<file path="src/rtl/pipeline_hazard_ctrl_pkg.sv">
// Shared types for the pipeline hazard controller and the forwarding unit.
package hazard_ctrl_pkg;

    // Sequencer states; the encoding is visible on the state output.
    typedef enum logic [1:0] {
        RUN     = 2'd0,
        MD_WAIT = 2'd1
    } hz_state_e;

    // Forwarding mux selects, shared with forwarding_unit.
    typedef enum logic [1:0] {
        FWD_NONE  = 2'b00,
        FWD_MEMWB = 2'b01,
        FWD_EXMEM = 2'b10
    } fwd_sel_e;

    // A load in EX whose destination is read by the instruction in ID.
    // x0 is never a real dependency.
    function automatic logic load_use_hit(
        input logic       mem_read,
        input logic [4:0] rd,
        input logic [4:0] rs1,
        input logic [4:0] rs2,
        input logic       use_rs1,
        input logic       use_rs2
    );
        return mem_read && (rd != 5'd0) &&
               ((use_rs1 && (rd == rs1)) || (use_rs2 && (rd == rs2)));
    endfunction

endpackage

</file>
<file path="src/rtl/pipeline_hazard_ctrl_sat_counter.sv">
// Saturating up-counter with synchronous clear, for performance counters.
module sat_counter #(
    parameter int W = 32
) (
    input  logic         clk,
    input  logic         clr,
    input  logic         en,
    output logic [W-1:0] count
);

    logic [W-1:0] count_q;

    // Count enabled cycles, sticking at all-ones instead of wrapping.
    always_ff @(posedge clk) begin
        if (clr) begin
            count_q <= '0;
        end else if (en && (count_q != {W{1'b1}})) begin
            count_q <= count_q + 1'b1;
        end
    end

    assign count = count_q;

endmodule

</file>
<file path="src/rtl/pipeline_hazard_ctrl.sv">
// Stall/flush sequencer for the 5-stage pipeline: load-use, taken branch,
// multi-cycle mul/div in EX and data-memory wait states in MEM.
module pipeline_hazard_ctrl
    import hazard_ctrl_pkg::*;
#(
    parameter int MD_TIMEOUT = 64,
    parameter int CNT_W      = 32
) (
    input  logic             clk,
    input  logic             rst_n,
    input  logic [4:0]       id_rs1,
    input  logic [4:0]       id_rs2,
    input  logic             id_use_rs1,
    input  logic             id_use_rs2,
    input  logic [4:0]       id_ex_rd,
    input  logic             id_ex_mem_read,
    input  logic             ex_branch_taken,
    input  logic             ex_muldiv_start,
    input  logic             muldiv_done,
    input  logic             mem_req,
    input  logic             mem_ready,
    output logic             stall_if,
    output logic             stall_id,
    output logic             stall_ex,
    output logic             flush_if_id,
    output logic             bubble_id_ex,
    output logic             bubble_ex_mem,
    output logic             bubble_mem_wb,
    output logic             md_timeout,
    output logic [1:0]       state,
    output logic [CNT_W-1:0] stall_cycles
);

    localparam int TW = (MD_TIMEOUT > 2) ? $clog2(MD_TIMEOUT) : 1;
    localparam logic [TW-1:0] TO_LAST = TW'(MD_TIMEOUT - 1);

    hz_state_e     state_q, state_d;
    logic          done_seen_q, done_seen_d;
    logic [TW-1:0] to_cnt_q, to_cnt_d;
    logic          md_timeout_q, md_timeout_d;

    logic mem_hold;
    logic done_eff;
    logic md_hold;
    logic load_use;

    assign mem_hold = mem_req && !mem_ready;
    assign done_eff = muldiv_done || done_seen_q;
    assign md_hold  = (state_q == MD_WAIT) && !(done_eff && !mem_hold);
    assign load_use = load_use_hit(id_ex_mem_read, id_ex_rd, id_rs1, id_rs2,
                                   id_use_rs1, id_use_rs2);

    // State, pending-done flag, timeout counter and sticky timeout flag.
    always_ff @(posedge clk) begin
        if (!rst_n) begin
            state_q      <= RUN;
            done_seen_q  <= 1'b0;
            to_cnt_q     <= '0;
            md_timeout_q <= 1'b0;
        end else begin
            state_q      <= state_d;
            done_seen_q  <= done_seen_d;
            to_cnt_q     <= to_cnt_d;
            md_timeout_q <= md_timeout_d;
        end
    end

    // Next-state logic plus the prioritised stall/flush/bubble outputs.
    always_comb begin
        state_d       = state_q;
        done_seen_d   = done_seen_q;
        to_cnt_d      = to_cnt_q;
        md_timeout_d  = md_timeout_q;
        stall_if      = 1'b0;
        stall_id      = 1'b0;
        stall_ex      = 1'b0;
        flush_if_id   = 1'b0;
        bubble_id_ex  = 1'b0;
        bubble_ex_mem = 1'b0;
        bubble_mem_wb = 1'b0;

        case (state_q)
            RUN: begin
                // The start cycle itself does not stall; a done seen here is ignored.
                if (ex_muldiv_start && !mem_hold) begin
                    state_d     = MD_WAIT;
                    to_cnt_d    = '0;
                    done_seen_d = 1'b0;
                end
            end
            MD_WAIT: begin
                if (done_eff && !mem_hold) begin
                    state_d     = RUN;
                    done_seen_d = 1'b0;
                    to_cnt_d    = '0;
                end else if (to_cnt_q == TO_LAST) begin
                    state_d      = RUN;
                    done_seen_d  = 1'b0;
                    to_cnt_d     = '0;
                    md_timeout_d = 1'b1;
                end else begin
                    to_cnt_d = to_cnt_q + 1'b1;
                    // Result arrived while MEM froze EX/MEM: remember it.
                    if (muldiv_done && mem_hold) begin
                        done_seen_d = 1'b1;
                    end
                end
            end
            default: begin
                state_d = RUN;
            end
        endcase

        if (!rst_n) begin
            flush_if_id   = 1'b1;
            bubble_id_ex  = 1'b1;
            bubble_ex_mem = 1'b1;
            bubble_mem_wb = 1'b1;
        end else if (mem_hold) begin
            stall_if      = 1'b1;
            stall_id      = 1'b1;
            stall_ex      = 1'b1;
            bubble_mem_wb = 1'b1;
        end else if (md_hold) begin
            stall_if      = 1'b1;
            stall_id      = 1'b1;
            bubble_ex_mem = 1'b1;
        end else if (ex_branch_taken) begin
            // Squashes the dependent instruction, so load-use is moot.
            flush_if_id  = 1'b1;
            bubble_id_ex = 1'b1;
        end else if (load_use) begin
            stall_if     = 1'b1;
            bubble_id_ex = 1'b1;
        end
    end

    sat_counter #(
        .W (CNT_W)
    ) u_stall_cnt (
        .clk   (clk),
        .clr   (!rst_n),
        .en    (stall_if),
        .count (stall_cycles)
    );

    assign state      = state_q;
    assign md_timeout = md_timeout_q;

endmodule

</file>
<file path="config.mk">
export PLATFORM = sky130hd
export DESIGN_NAME = pipeline_hazard_ctrl
export DESIGN_NICKNAME = d
export VERILOG_FILES = /design/src/rtl/pipeline_hazard_ctrl_pkg.sv /design/src/rtl/pipeline_hazard_ctrl_sat_counter.sv /design/src/rtl/pipeline_hazard_ctrl.sv
export SDC_FILE = /design/constraint.sdc
export NUM_CORES = 1
export LEC_CHECK = 0
export CAP_MARGIN = 20
export CORE_ASPECT_RATIO = 0.75
export CORE_MARGIN = 2
export CORE_UTILIZATION = 48
export DETAILED_ROUTE_END_ITERATION = 7
export GPL_TIMING_DRIVEN = 0
export PLACE_DENSITY_LB_ADDON = 0.25
export SKIP_LAST_GASP = 1
export SLEW_MARGIN = 20
export SYNTH_ARGS = -nofsm -noshare
export SYNTH_HDL_FRONTEND = slang
export SYNTH_HIERARCHICAL = 1
export SYNTH_SLANG_ARGS = --single-unit
</file>
<file path="constraint.sdc">
create_clock -name clk -period 4.1 [get_ports clk]
set_input_delay 0.82 -clock clk [delete_from_list [all_inputs] [get_ports clk]]
set_output_delay 0.82 -clock clk [all_outputs]
set_load 0.05 [all_outputs]
</file>
# Yosys cells after proc, flatten, opt, wreduce, memory -nomap -nowiden
# Cells that the tools add are included.
[op_classes] mul=0 add_sub_neg=2 div=0 bitwise_logic=1 eq_ne=8 n_shift=0 reduce_logical=22 n_mux=34 magnitude_cmp=0
[ops] cell="32-bit by 1-bit adder with 32-bit output, second input constant" n=1
[ops] cell="32-bit inequality test, second input constant" n=1
[ops] cell="1-bit 2-to-1 mux" n=25
[ops] cell="6-bit 2-to-1 mux" n=3
[ops] cell="6-bit case mux with 2 select lines" n=1
[ops] cell="5-bit equality test" n=2
[ops] cell="1-bit logical AND" n=10
[ops] cell="6-bit by 1-bit adder with 6-bit output, second input constant" n=1
[ops] cell="6-bit equality test, second input constant" n=1
[ops] cell="2-bit 2-to-1 mux" n=3
[ops] cell="3-bit AND reduction" n=2
[ops] cell="5-bit nonzero test" n=1
[ops] cell="4-bit by 1-bit inequality test with 1-bit output, second input constant" n=1
[ops] cell="2-bit case mux with 2 select lines" n=1
[ops] cell="2-bit AND reduction" n=2
[ops] cell="1-bit logical NOT" n=3
[ops] cell="3-bit by 1-bit inequality test with 1-bit output, second input constant" n=1
[ops] cell="2-bit by 1-bit equality test with 1-bit output, second input constant" n=1
[ops] cell="2-bit logical NOT" n=1
[ops] cell="1-bit logical OR" n=2
[ops] cell="2-bit inequality test, second input constant" n=1
[ops] cell="1-bit case mux with 2 select lines" n=1
[ops] cell="2-bit nonzero test" n=1
[ops] cell="1-bit NOT" n=1
[word_totals] n_memories=0 word_cells=72 latchBits=0 out_inout_bits=42 ramBits=0 rom_bits=0 in_bits=25 reg_bits=42

# Longest topological paths before layout
# Gate-level depths: netlist of run 1.
[logic_depth] depth_word=10 ltp_mapped=9 mapped_depth_nobuf=9

# Hierarchy
# The synthesis of run 1 kept the hierarchy.
[modules_own_cells] module="sat_counter" cells_per_inst=199 seq_area_each_um2=640.6 n_inst=1 area_each_um2=1674.1
[modules_own_cells] module="pipeline_hazard_ctrl" cells_per_inst=78 seq_area_each_um2=180.2 n_inst=1 area_each_um2=635.6

# Worst setup path after synthesis of run 1
# Ideal clock, no wire load.
[synth_timing] kind="input port to flip-flop" from="input id_ex_rd[4]" to="register u_stall_cnt.count_q[31], in the netlist u_stall_cnt/count[31]" arrival_ns=4.676 n_path_buf=0 cell_stages=9 required_time_ns=3.979 setup_slack_ns=-0.697 setup_ns=0.121 path_cell_list="xor2_1 nor4_1 a32oi_1 o31ai_1 nand4_1 nor4_2 nand4_1 nor4_1 mux2_2"
[synth_via] elab_chain_len=10 word_cells_on_any_way=14 classes_between="eq/ne (2); mux (5); reduce/logical (7)"
[synth_rtl] element="start, declared" line_no="pipeline_hazard_ctrl.sv:15" rtl="input logic [4:0] id_ex_rd,"
[synth_rtl] element="5-bit equality test" line_no="pipeline_hazard_ctrl_pkg.sv:28" rtl="((use_rs1 && (rd == rs1)) || (use_rs2 && (rd == rs2)));"
[synth_rtl] element="1-bit logical AND" line_no="pipeline_hazard_ctrl_pkg.sv:28"
[synth_rtl] element="1-bit logical OR" line_no="pipeline_hazard_ctrl_pkg.sv:28"
[synth_rtl] element="1-bit logical AND (*)" line_no="pipeline_hazard_ctrl_pkg.sv:27" rtl="return mem_read && (rd != 5'd0) &&"
[synth_rtl] element="1-bit 2-to-1 mux (*)" line_no="pipeline_hazard_ctrl.sv:132" rtl="end else if (load_use) begin"
[synth_rtl] element="1-bit 2-to-1 mux (*)" line_no="pipeline_hazard_ctrl.sv:128" rtl="end else if (ex_branch_taken) begin"
[synth_rtl] element="1-bit 2-to-1 mux (*)" line_no="pipeline_hazard_ctrl.sv:124" rtl="end else if (md_hold) begin"
[synth_rtl] element="1-bit 2-to-1 mux (*)" line_no="pipeline_hazard_ctrl.sv:119" rtl="end else if (mem_hold) begin"
[synth_rtl] element="1-bit 2-to-1 mux (*)" line_no="pipeline_hazard_ctrl.sv:114" rtl="if (!rst_n) begin"
[synth_rtl] element="via stall_if" line_no="pipeline_hazard_ctrl.sv:22" rtl="output logic stall_if,"
[synth_rtl] element="1-bit logical AND (*)" line_no="pipeline_hazard_ctrl_sat_counter.sv:17" rtl="end else if (en && (count_q != {W{1'b1}})) begin"
[synth_rtl] element="end signal, assigned" line_no="pipeline_hazard_ctrl_sat_counter.sv:18" rtl="count_q <= count_q + 1'b1;"
[synth_rtl] element="end, declared" line_no="pipeline_hazard_ctrl_sat_counter.sv:11" rtl="logic [W-1:0] count_q;"
# The timed path passes the listed nets; every way through them passes the cells marked *.
# A chain may end at the register's enable or synchronous reset.

# Final worst setup path of run 1
[layout_timing] from="input id_ex_rd[4]" to="output bubble_id_ex"
[layout_via] elab_chain_len=9 word_cells_on_any_way=13 classes_between="eq/ne (2); mux (5); reduce/logical (6)"
[layout_rtl] element="5-bit equality test" line_no="pipeline_hazard_ctrl_pkg.sv:28"
[layout_rtl] element="1-bit logical AND" line_no="pipeline_hazard_ctrl_pkg.sv:28"
[layout_rtl] element="1-bit logical OR" line_no="pipeline_hazard_ctrl_pkg.sv:28"
[layout_rtl] element="1-bit logical AND (*)" line_no="pipeline_hazard_ctrl_pkg.sv:27"
[layout_rtl] element="1-bit 2-to-1 mux (*)" line_no="pipeline_hazard_ctrl.sv:132"
[layout_rtl] element="1-bit 2-to-1 mux (*)" line_no="pipeline_hazard_ctrl.sv:128"
[layout_rtl] element="1-bit 2-to-1 mux (*)" line_no="pipeline_hazard_ctrl.sv:124"
[layout_rtl] element="1-bit 2-to-1 mux (*)" line_no="pipeline_hazard_ctrl.sv:119"
[layout_rtl] element="1-bit 2-to-1 mux (*)" line_no="pipeline_hazard_ctrl.sv:114"
[layout_rtl] element="end, declared" line_no="pipeline_hazard_ctrl.sv:26" rtl="output logic bubble_id_ex,"
# Every way passes the cells marked *; elsewhere a longest branch is shown, timed or not.

==> flow_summary.ini, run 1 <==
[sta]
maxSlewViolCount = 0
tightestPinTransition_ns = 0.625
fin_crit_ns = 3.84
clock_skew_ns = 0.00809
final-setup-viol-count = 0
min_period_over_period_pct = 93.8
hold_viol_final = 0
maxSlewHeadroom_pct = 57.3
fmax_mhz = 260
grt_setup_unrepaired = no
hold-worst-slack_ns = 0.464

[routing]
vias = 2418
wl_per_cell_um = 15.1
drt_wl_total_mm = 6.11
ant_nets = 0
drt_iter0_drc = 206
vias_per_cell = 5.96
route.detailed.drc = 0
first_pass_iters = 4

[yosys]
syn_inst = 277
synth-seq-area-share_pct = 35.5
syn-cell-area_mm2 = 0.00231
yosys_warnings = 6
synth-edff-count = 0
syn_nets = 304
synth_ff_type = dfxtp_1
async_flop_share_pct = 0
ys_ff_latch = 41
syn_area_per_cell_um2 = 8.34
synth_cell_types = 54

[placed_design]
placed_cell_area_mm2 = 0.00305
gp_congestion = 0.887
dp_hpwl_mm = 4.50
portBuffers = 65

[critical_path]
start_kind = input port
critical_path_arrival_ns = 3.02
critPathRequiredTime_ns = 3.28
critPathMaxFanout = 3
reg2regPathDepth = 9
end_kind = output pin
crit_type = input port to output pin

[outcome]
status = finished clean

[cells_and_area]
drive_above_1_share_pct = 8.02
fin_nets = 377
regArea_um2 = 821
multi_input_area_mm2 = 0.00143
finish.utilization_pct = 69.0
design_area_mm2 = 0.00314
layout_commonest_cell = clkdlybuf4s50_1
n_antenna_cell = 0
fillCellCount = 393
layout_common_cells = clkdlybuf4s50_1 (64), dfxtp_1 (41), a21oi_1 (25)
area.growth.synth_to_final_pct = 35.9

[clocking]
htreeDepth = 2
cts_buffers = 5
clock_sinks = 41
cts_tree = built
clk_path_buf_depth = 2
clock-root-buffer = clkbuf_8
worstSkewPairLatency_ns = 0.29
clkTransAtPathRegs_ns = 0.07

[flow_run]
maxCapViolations = 0

[grt]
antenna_found_initial = 0
grt_pass1_wl_mm = 10.2
grt_max_degree = 12
grt_pass1_vias = 2184
grtUsageTotal_pct = 23.2
overflow = 0

[power]
peakVddDrop_v = 0.000191
p_leak_nw = 1.03
pwr_density_cell_mw_per_mm2 = 244

[floorplanning]
die_area_mm2 = 0.00539
ios = 67
core_mm2 = 0.00455
rows = 21
start_util_pct = 50.8
die_height_um = 64.1
die_w_um = 84.1

[hold_path]
hp-class = register to register
whs_path_depth = 1
-- layout make-up --
type / count / area share [%]
well taps: 57 / 2.27
inverters: 7 / 0.837
repair buffers: 66 / 21.1
flip-flops and latches: 41 / 26.2
clock inverters: 1 / 0.159
plain buffers: 12 / 1.67
clock buffers: 5 / 2.19
multi-input cells: 217 / 45.7
-- sequential cells by signal, indices dropped and copies added, names as in the netlist --
name and cells:
state 1, md_timeout 1, to_cnt_q 6, done_seen_q 1
u_stall_cnt/count 32
-- path summary, 6_finish.rpt --
check | start | endpoint | slack [ns]
max | id_ex_rd[4] | bubble_id_ex | 0.26
min | md_timeout$_SDFFE_PN0P_ | md_timeout$_SDFFE_PN0P_ | 0.46
max reg2reg | state[0]$_SDFFE_PN0P_ | u_stall_cnt/count[31]$_SDFFE_PP0P_ | 1.44
min reg2reg | md_timeout$_SDFFE_PN0P_ | md_timeout$_SDFFE_PN0P_ | 0.46
-- worst max-delay path: stages --
cell and delay, ns:
clkdlybuf4s50_1 0.46, xor2_1 0.18, nor4_1 0.27, a32oi_1 0.20, o31ai_1 0.25, clkdlybuf4s50_1 0.84
-- stage by stage --
step | TNS, ns | power, mW | setup slack, ns | cells
2_1_floorplan | 0 | 0.479 | 0.341 | 277
3_3_place_gp | -0.248 | 0.526 | -0.166 | 399
3_5_place_dp | -0.414 | 0.528 | -0.166 | 399
4_1_cts | 0 | 0.770 | 0.0674 | 405
5_1_grt | 0 | 0.798 | 0.0860 | 406
6_report | 0 | 0.766 | 0.256 | 406
-- routing by layer --
layer | track usage, % | vias to the layer above | routed length (um)
met5 | 0 | - | 0
met3 | 5.94 | 7 | 484
met1 | 32.3 | 1126 | 2850
met4 | 6.25 | 0 | 49
met2 | 35.8 | 95 | 2730
li1 | - | 1190 | -
-- cells in the mapped netlist (4+ instances only) --
master    count  area share (%)
clkbuf_1      8             1.3
a21oi_1      25             5.4
and4_1        4             1.5
xor2_1       10             3.8
nand4_1      10             2.7
dfxtp_1      41              36
or4_1        13             4.2
xnor2_1       8             3.0
nand2_1      16             2.6
o21ai_0      13             2.8
nor4_1        6             1.6
inv_1         7             1.1
nand3_1      15             3.3
nor2_1       21             3.4
or3_1        10             2.7
o31ai_1      15             4.9
-- power breakdown --
part	total (mW)	switching [mW]	leakage, nW	internal [mW]
sequential	0.406	0.00458	0.331	0.401
combinational	0.112	0.0627	0.659	0.0496
clock	0.248	0.135	0.0399	0.112
-- timing repair --
item,CTS,global route
setup endpoints to repair,0,6
hold buffers,0,0
gates resized for setup,0,2
buffers inserted,0,1
-- logic make-up (layout without fill, tap and decap cells) --
group | after synthesis | after routing | synth area share [%]
simple gates | 122 | 122 | 31.0
other cells | 1 | 1 | 0.162
buf+inv | 19 | 91 | 3.41
compound gates | 70 | 70 | 20.1
flops | 41 | 41 | 35.5
xor+xnor | 18 | 18 | 6.83
mux | 4 | 4 | 1.84
fa+ha+maj | 2 | 2 | 1.08
(Power assumes the default switching activity.)
==> run 2, diff against run 1 <==
Settings changed: PLACE_DENSITY set to 0.81, PLACE_DENSITY_LB_ADDON 0.25 to unset.
==> run 2 against run 1 <==
Hold slack gained 0.0094 ns. Final cell count grew 0.25%. Sequential power is essentially flat. Clock skew is essentially flat. Sequential share of layout area shrank 0.29 points. Via count shrank 0.41%. Flip-flop and latch count is the same. Cell area grew 1.1%. First-iteration DRC count grew 4.9%. Worst setup slack lost 0.087 ns.
==> flow_summary.ini, run 2 (synthesized netlist as in run 1, its figures left out) <==
[floorplanning]
die_w_um = 84.1
ios = 67
start_util_pct = 50.8
die_area_mm2 = 0.00539
core_mm2 = 0.00455
die_height_um = 64.1
rows = 21

[grt]
grt_max_degree = 13
antenna_found_initial = 0
grtUsageTotal_pct = 23.0
grt_pass1_vias = 2216
grt_pass1_wl_mm = 10.3
overflow = 0

[sta]
tns_ns = 0
min_period_over_period_pct = 95.9
grt_setup_unrepaired = yes
hold_viol_final = 0
maxSlewHeadroom_pct = 48.7
hold-worst-slack_ns = 0.473
final-setup-viol-count = 0
fmax_mhz = 254
layout_setup_ws_ns = 0.169
tightestPinTransition_ns = 0.763
fin_crit_ns = 3.93
clock_skew_ns = 0.00821
maxSlewViolCount = 0

[clocking]
cts_buffers = 5
clock_sinks = 41
hold_buffers = 0
clkTransAtPathRegs_ns = 0.07
htreeDepth = 2
worstSkewPairLatency_ns = 0.29
cts_setup_buffers = 0
cts_tree = built
clk_path_buf_depth = 2
clock-root-buffer = clkbuf_8

[critical_path]
critPathSlowestCell = nor4_4
crit_end = u_stall_cnt/count[31]$_SDFFE_PP0P_
start_kind = input port
critPathMaxFanout = 10
regToRegStartpoint = state[0]$_SDFFE_PN0P_
end_kind = register
critical_path_arrival_ns = 4.11
rr_endpoint = u_stall_cnt/count[31]$_SDFFE_PP0P_
worstPathCellList = clkdlybuf4s50_1 > xor2_1 > nor4_1 > a32oi_1 > o31ai_4 > nand4_1 > nor4_4 > nand4_1 > nor4_1 > mux2_2
crit_type = input port to register
reg2regPathDepth = 8
startpoint = id_ex_rd[4]
max_stage_delay_ns = 0.51
critPathRequiredTime_ns = 4.28
rrSetupSlack_ns = 1.19

[hold_path]
holdCritStartpoint = md_timeout$_SDFFE_PN0P_
hp-class = register to register

[routing]
vias = 2408
drt_wl_total_mm = 6.03
ant_nets = 0
wl_per_cell_um = 14.8
first_pass_iters = 5
drt_iter0_drc = 216
vias_per_cell = 5.92
route.detailed.drc = 0

[cells_and_area]
design_area_mm2 = 0.00317
stdcell_count = 407
fillCellCount = 353
drive_above_1_share_pct = 8.00
finish.utilization_pct = 69.8
layout_common_cells = clkdlybuf4s50_1 (64), dfxtp_1 (41), a21oi_1 (25)
layout_commonest_cell = clkdlybuf4s50_1
largest_reg_flops = 32
fin_nets = 376
n_antenna_cell = 0
area.growth.synth_to_final_pct = 37.4

[power]
p_leak_nw = 1.04
pwr_density_cell_mw_per_mm2 = 269
fin_total_pwr_mw = 0.854
peakVddDrop_v = 0.000184

[placed_design]
placed_cell_area_mm2 = 0.00305
post-place-ws_ns = -0.206
dp_hpwl_mm = 4.43
dp.cells = 399
gp_congestion = 0.832
portBuffers = 65

[outcome]
status = finished clean

[flow_run]
maxCapViolations = 0
==> run 2: where the power goes <==
part | switching, mW | internal (mW) | total [mW]
logic | 0.0629 | 0.0495 | 0.112
clock network | 0.137 | 0.199 | 0.335
registers | 0.00519 | 0.401 | 0.406
total | 0.205 | 0.649 | 0.854
==> run 2: layer usage <==
layer	wire length [um]	vias up	global-route usage [%]
met3	399	2	4.39
met2	2630	96	35.7
li1	-	1189	-
met1	2990	1121	33.0
met4	14	0	5.85
met5	0	-	0
==> run 2: how the worst min path moves through the flow <==
stage,cells after the start,endpoint,slack [ns]
after detailed placement,1,md_timeout$_SDFFE_PN0P_,0.46
after CTS,1,md_timeout$_SDFFE_PN0P_,0.48
after global routing,1,md_timeout$_SDFFE_PN0P_,0.51
after floorplan,2,done_seen_q$_SDFFE_PN0P_,0.46
after global placement,1,md_timeout$_SDFFE_PN0P_,0.45
final,1,md_timeout$_SDFFE_PN0P_,0.47
==> run 2: repair_timing <==
item	4_1_cts	5_1_grt
hold endpoints to repair	0	0
resized for setup	0	2
endpoints found under the setup margin	0	7
==> run 2: critical path, delay by kind of cell <==
| kind | cells | cell delay, ns |
|---|---|---|
| xor gates and xnor gates | 1 | 0.18 |
| muxes | 1 | 0.37 |
| and+or+nand+nor | 5 | 1.69 |
| buffers and inverters | 1 | 0.46 |
| AOI/OAI and AO/OA | 2 | 0.59 |
==> run 2: area by class of cell <==
class	instances	area [um^2]	share of cell area [%]
multi-input combinational	217	1430	45.1
sequential	41	821	25.9
timing repair buffer	65	653	20.6
clock buffer	7	86.3	2.72
tap	57	71.3	2.25
buffer	12	52.6	1.66
clock inverter	1	30.0	0.946
inverter	7	26.3	0.828
